--- src/rtl/mdu_ctrl.sv ---
`default_nettype none
// ============================================================================
// Module  : mdu_ctrl
// Brief   : Iterative multiply/divide unit with HI/LO registers.
// Revision: 1.0
// ============================================================================
module mdu_ctrl #(
    parameter int WIDTH = 32
) (
    input  logic             clk,
    input  logic             reset,
    input  logic             start,
    input  logic [2:0]       op,
    input  logic [WIDTH-1:0] a,
    input  logic [WIDTH-1:0] b,
    output logic             busy,
    output logic             done,
    output logic [WIDTH-1:0] hi,
    output logic [WIDTH-1:0] lo,
    output logic             divZero
);

    localparam int                 c_cnt_w = $clog2(WIDTH + 1);
    localparam logic [c_cnt_w-1:0] c_iter  = c_cnt_w'(WIDTH);
    localparam logic [c_cnt_w-1:0] c_one   = c_cnt_w'(1);

    typedef enum logic [1:0] {
        S_IDLE = 2'd0,
        S_RUN  = 2'd1,
        S_FIX  = 2'd2,
        S_FIN  = 2'd3
    } state_t;

    state_t               r_state;
    state_t               w_next;
    logic [c_cnt_w-1:0]   r_cnt;
    logic [WIDTH-1:0]     r_m;
    logic [WIDTH-1:0]     r_acc;
    logic [WIDTH-1:0]     r_q;
    logic                 r_div;
    logic                 r_neg_q;
    logic                 r_neg_r;
    logic                 r_dz;
    logic [WIDTH-1:0]     r_hi;
    logic [WIDTH-1:0]     r_lo;

    logic                 w_accept;
    logic                 w_md_op;
    logic                 w_is_div;
    logic                 w_signed;
    logic                 w_b_zero;
    logic                 w_dz;
    logic                 w_mt;
    logic                 w_go;
    logic [WIDTH-1:0]     w_a_mag;
    logic [WIDTH-1:0]     w_b_mag;
    logic [WIDTH:0]       w_add;
    logic [WIDTH:0]       w_shift;
    logic [WIDTH:0]       w_diff;
    logic                 w_ge;
    logic [2*WIDTH-1:0]   w_prod;
    logic [2*WIDTH-1:0]   w_prod_c;
    logic [WIDTH-1:0]     w_fix_hi;
    logic [WIDTH-1:0]     w_fix_lo;

    assign w_accept = (r_state == S_IDLE) && start;
    assign w_md_op  = ~op[2];
    assign w_is_div = op[1];
    assign w_signed = op[0];
    assign w_b_zero = (b == '0);
    assign w_dz     = w_accept & w_md_op & w_is_div & w_b_zero;
    assign w_mt     = w_accept & op[2] & ~op[1];
    assign w_go     = w_accept & w_md_op & ~(w_is_div & w_b_zero);

    assign w_a_mag  = (w_signed && a[WIDTH-1]) ? -a : a;
    assign w_b_mag  = (w_signed && b[WIDTH-1]) ? -b : b;

    // Multiply: conditional add into the upper half, then shift {acc,q} right.
    assign w_add    = {1'b0, r_acc} + (r_q[0] ? {1'b0, r_m} : '0);

    // Divide: restoring step; the borrow bit of the trial subtract decides.
    assign w_shift  = {r_acc, r_q[WIDTH-1]};
    assign w_diff   = w_shift - {1'b0, r_m};
    assign w_ge     = ~w_diff[WIDTH];

    assign w_prod   = {r_acc, r_q};
    assign w_prod_c = r_neg_q ? -w_prod : w_prod;
    assign w_fix_hi = r_div ? (r_neg_r ? -r_acc : r_acc) : w_prod_c[2*WIDTH-1:WIDTH];
    assign w_fix_lo = r_div ? (r_neg_q ? -r_q : r_q) : w_prod_c[WIDTH-1:0];

    always_ff @(posedge clk or posedge reset) begin
        if (reset) begin
            r_state <= S_IDLE;
        end else begin
            r_state <= w_next;
        end
    end

    always_comb begin
        w_next = r_state;
        busy   = 1'b0;
        done   = 1'b0;
        case (r_state)
            S_IDLE: begin
                if (w_go) begin
                    w_next = S_RUN;
                end else if (w_dz || w_mt) begin
                    w_next = S_FIN;
                end
            end
            S_RUN: begin
                busy = 1'b1;
                if (r_cnt == c_one) begin
                    w_next = S_FIX;
                end
            end
            S_FIX: begin
                busy   = 1'b1;
                w_next = S_FIN;
            end
            default: begin
                done   = 1'b1;
                w_next = S_IDLE;
            end
        endcase
    end

    always_ff @(posedge clk or posedge reset) begin
        if (reset) begin
            r_cnt   <= '0;
            r_m     <= '0;
            r_acc   <= '0;
            r_q     <= '0;
            r_div   <= 1'b0;
            r_neg_q <= 1'b0;
            r_neg_r <= 1'b0;
            r_dz    <= 1'b0;
            r_hi    <= '0;
            r_lo    <= '0;
        end else begin
            case (r_state)
                S_IDLE: begin
                    if (w_go) begin
                        r_m     <= w_b_mag;
                        r_q     <= w_a_mag;
                        r_acc   <= '0;
                        r_cnt   <= c_iter;
                        r_div   <= w_is_div;
                        r_neg_q <= w_signed & (a[WIDTH-1] ^ b[WIDTH-1]);
                        r_neg_r <= w_signed & a[WIDTH-1];
                    end
                    if (w_mt && !op[0]) begin
                        r_hi <= a;
                    end
                    if (w_mt && op[0]) begin
                        r_lo <= a;
                    end
                    if (w_accept) begin
                        r_dz <= w_dz;
                    end
                end
                S_RUN: begin
                    r_cnt <= r_cnt - c_one;
                    if (r_div) begin
                        r_acc <= w_ge ? w_diff[WIDTH-1:0] : w_shift[WIDTH-1:0];
                        r_q   <= {r_q[WIDTH-2:0], w_ge};
                    end else begin
                        r_acc <= w_add[WIDTH:1];
                        r_q   <= {w_add[0], r_q[WIDTH-1:1]};
                    end
                end
                S_FIX: begin
                    r_hi <= w_fix_hi;
                    r_lo <= w_fix_lo;
                end
                default: begin
                end
            endcase
        end
    end

    assign hi      = r_hi;
    assign lo      = r_lo;
    assign divZero = done & r_dz;

endmodule
`default_nettype wire

--- config.mk ---
export PLATFORM = sky130hd
export DESIGN_NAME = mdu_ctrl
export DESIGN_NICKNAME = d
export VERILOG_FILES = /design/src/rtl/mdu_ctrl.sv
export SDC_FILE = /design/constraint.sdc
export NUM_CORES = 1
export LEC_CHECK = 0
export ABC_AREA = 0
export BUFFER_PORTS_ARGS = -buffer_cell sky130_fd_sc_hd__buf_2
export CORE_MARGIN = 1
export CORE_UTILIZATION = 60
export CTS_BUF_LIST = sky130_fd_sc_hd__clkbuf_4 sky130_fd_sc_hd__clkbuf_8
export CTS_CLUSTER_DIAMETER = 50
export CTS_CLUSTER_SIZE = 20
export DETAILED_ROUTE_END_ITERATION = 12
export PLACE_DENSITY = 0.89
export RECOVER_POWER = 100
export SYNTH_ARGS = -nofsm -noshare
export SYNTH_HDL_FRONTEND = slang
export SYNTH_SLANG_ARGS = --single-unit
--- constraint.sdc ---
create_clock -name clk -period 6.4 [get_ports clk]
set_input_delay 0.64 -clock clk [delete_from_list [all_inputs] [get_ports clk]]
set_output_delay 0.64 -clock clk [all_outputs]
set_load 0.005 [all_outputs]
==> metrics.txt <==
wire length of the first global-routing pass=71000 µm; kind of critical path=reg2reg; share of async-settable or async-resettable flops after synthesis=100%; number of nets in the final layout=2031; class of the worst hold path=in2reg; cell count of the worst hold path=3; Worst EP arrival=between 5 and 6 ns; RSZ-0062 raised after global routing=no; gate family responsible for the most delay along the worst path=compound AO/OA/AOI/OAI gates; kind of start point of the critical path=flop; count of different cell masters after synthesis=82; WP data required=6.78 ns; Post-CTS Hold Buffers=0; total iterations of the first detailed-routing run=9; initial antenna violation count=0; Hold WS=0.459 ns; highest ir drop seen on vdd=0.265 mV; FP Rows=56; delay of the slowest cell on the worst path=0.73 ns; number of CTS-inserted buffers=17; count of pins over their slew limit=368; synthesis-to-layout area growth=7.06%; post-CTS setup buffer count=0; worst clock skew on the final layout=0.0141 ns; Max-slew headroom=-214%; most used flip-flop cell after synthesis=sky130_fd_sc_hd__dfrtp_1; CTS tree=yes; Mapped Cells=1810; share of final-layout standard cells stronger than drive strength 1=8.43%; mean post-synth cell area=about 8 µm²; Tcrit/Tclk final=83.2%; average wire per standard cell=19.9 µm; Port Buffer Count=136; standard cell with the maximum stage delay on the critical path=sky130_fd_sc_hd__mux2i_1; total routing resource utilization after global routing=36.9%; total inserted antenna cells=0; largest net degree at the start of global routing=105; Sum Neg Setup Slack=0 ns; sequential cell area fraction in the yosys report=29.9%; Detail Placement HPWL=around 33000 µm; setup violation total in the final timing report=0; total number of vias=14200; CP Capture Type=flop; final total power=0.00621 W; top fanout value on the critical path=20; width of the chip=about 160 µm; number of sinks on the clock net=between 150 and 200; number of enable-type register cells in the synthesized netlist=0; number of global-route vias before repair=13300; depth of the critical timing path with buffers and inverters included=13; violated checks=max-capacitance violations, max-slew violations; post-route minimum period=5.33 ns; max-capacitance violation count=6; run status=finished with violations; area of the die=0.0246 mm²; Critical Path, Cell by Cell=inv_1 -> fa_1 -> nor2b_1 -> o31ai_1 -> a211oi_1 -> o2111ai_1 -> a41oi_1 -> mux2i_1 -> nand2_1 -> clkbuf_1 -> nor2_1 -> a21oi_1 -> a32o_1; depth of the worst register-to-register path=13; leading cell types in the layout, fill and taps excluded=sky130_fd_sc_hd__o21ai_0, sky130_fd_sc_hd__nand2_1, sky130_fd_sc_hd__dfrtp_1, sky130_fd_sc_hd__nor2_1, sky130_fd_sc_hd__a21oi_1; starting DRC count in detailed routing=1751; Reg clk slew, reported paths=0.11 ns; clock tree root buffer cell=sky130_fd_sc_hd__clkbuf_8; buffering stage count on the worst path with inverters included=2; average vias per placed instance=6.40; number of H-tree levels=4; cts repair resizes=0; initial standard-cell utilization of the core=between 60 and 70%; core outline area=0.0235 mm²; total standard cell area after synthesis=approximately 0.014 mm²; count of warnings emitted by yosys=0; Leakage=6.99 nW; synthesized netlist net count=1956; Final ANT Viol Nets=0; final count of hold timing violations=0; post-detailed-route DRC marker count=0; Placer Congestion=0.975; Post-Route WL=about 44000 µm; overflow left after global routing=0; transition time at the pin with the least slew margin=between 4 and 5 ns; number of synthesized register bits=approximately 170; highest achievable clock rate=188 MHz; leading cell type in the layout, fill and taps excluded=sky130_fd_sc_hd__o21ai_0; clock insertion delay at the later pin of the skew report=0.49 ns; height of the die=between 150 and 200 µm; Pwr Density=403 mW/mm²; count of pins on the block boundary=137; CTS Buffer Depth=2
[state kept, by name, summed over array words and instances (netlist names)]
name,count
r_q,32
r_neg_r,1
hi,32
r_neg_q,1
r_m,32
r_acc,32
lo,32
r_div,1
r_state,2
r_dz,1
r_cnt,6
[worst paths after layout]
check | end | start | slack (ns)
max | r_acc[31]$_DFFE_PP0P_ | r_acc[0]$_DFFE_PP0P_ | 1.07
min | r_m[27]$_DFFE_PP0P_ | b[27] | 0.46
min reg2reg | lo[12]$_DFFE_PP0P_ | lo[12]$_DFFE_PP0P_ | 0.49
min in group asynchronous | r_dz$_DFFE_PP0P_ | reset | 1.58
max in group asynchronous | hi[18]$_DFFE_PP0P_ | reset | 1.68
max reg2reg | r_acc[31]$_DFFE_PP0P_ | r_acc[0]$_DFFE_PP0P_ | 1.07
[power breakdown]
group	internal, W	switching [W]
clock network	0.000291	0.000489
logic	0.00129	0.00217
registers	0.00151	0.000457
[layout make-up]
cell class              instances  area, µm²
fillers                      2061       8120
clock buffers                  17        234
inverters                      67        253
well taps                     319        399
repair buffers                150        714
multi-input cells            1477       9370
flip-flops and latches        172       4310
clock inverters                15        150
[metrics by stage]
stage	area, µm²	worst slack [ns]	util, %	cells
after floorplan	14400	1.10	-	1810
after global placement	15200	1.86	64.5	2185
after detailed placement	15200	1.73	64.5	2185
after CTS	15600	1.68	66.1	2217
after global routing	15400	0.733	65.5	2217
final	15400	1.07	65.5	2217
[routing by layer]
| layer | routed length [µm] | global-route usage, % | up-vias |
|---|---|---|---|
| met1 | 18400 | 50.2 | 6565 |
| met5 | 0 | 0 | - |
| met3 | 4600 | 6.28 | 132 |
| met4 | 2010 | 17.7 | 0 |
| li1 | - | - | 6641 |
| met2 | 19100 | 57.0 | 849 |
[synth_stat cells (5+ instances only)]
cell | instances | area [µm²]
sky130_fd_sc_hd__xnor2_1 | 87 | 762
sky130_fd_sc_hd__a222oi_1 | 6 | 60.1
sky130_fd_sc_hd__nand3_1 | 24 | 120
sky130_fd_sc_hd__and2_1 | 11 | 68.8
sky130_fd_sc_hd__clkbuf_1 | 71 | 267
sky130_fd_sc_hd__xor2_1 | 86 | 753
sky130_fd_sc_hd__o21a_1 | 14 | 105
sky130_fd_sc_hd__o31ai_1 | 33 | 248
sky130_fd_sc_hd__buf_1 | 9 | 33.8
sky130_fd_sc_hd__a21o_1 | 47 | 353
sky130_fd_sc_hd__nand2b_1 | 17 | 106
sky130_fd_sc_hd__a21oi_1 | 117 | 586
sky130_fd_sc_hd__or3_1 | 16 | 100
sky130_fd_sc_hd__nor3_1 | 29 | 145
sky130_fd_sc_hd__o21ai_0 | 250 | 1250
sky130_fd_sc_hd__and3_1 | 12 | 75.1
sky130_fd_sc_hd__o22ai_1 | 7 | 43.8
sky130_fd_sc_hd__a41oi_1 | 5 | 43.8
sky130_fd_sc_hd__mux2i_1 | 57 | 571
sky130_fd_sc_hd__inv_1 | 66 | 248
sky130_fd_sc_hd__a211oi_1 | 17 | 128
sky130_fd_sc_hd__dfrtp_1 | 172 | 4300
sky130_fd_sc_hd__nor2b_1 | 14 | 87.6
sky130_fd_sc_hd__nor4_1 | 11 | 68.8
sky130_fd_sc_hd__nor2_1 | 136 | 510
sky130_fd_sc_hd__a221oi_1 | 9 | 78.8
sky130_fd_sc_hd__o41ai_1 | 12 | 105
sky130_fd_sc_hd__nand4_1 | 7 | 43.8
sky130_fd_sc_hd__ha_1 | 74 | 926
sky130_fd_sc_hd__nand2_1 | 244 | 916
sky130_fd_sc_hd__a22oi_1 | 10 | 75.1
sky130_fd_sc_hd__or2_2 | 7 | 43.8
sky130_fd_sc_hd__or4_1 | 13 | 97.6
sky130_fd_sc_hd__o21bai_1 | 9 | 67.6
sky130_fd_sc_hd__o211ai_1 | 7 | 52.6
sky130_fd_sc_hd__a31oi_1 | 16 | 100
[cell families (layout without fill, tap and decap cells)]
kind of cell	count (synthesis)	after routing	synth area share, %
xor gates and xnor gates	173	173	10.5
and+or+nand+nor	569	569	18.2
muxes	58	58	4.04
adders and majority gates	76	76	6.70
AOI/OAI and AO/OA	601	601	25.8
DFF	172	172	29.9
buffers and inverters	161	249	4.85
[worst min-delay path: cells and delay by family]
family | cells | cell delay (ns)
buffers and inverters | 1 | 0.09
AOI/OAI and AO/OA | 1 | 0.13
xor gates and xnor gates | 1 | 0.06
Note: power is estimated with default switching activity, not from simulation.
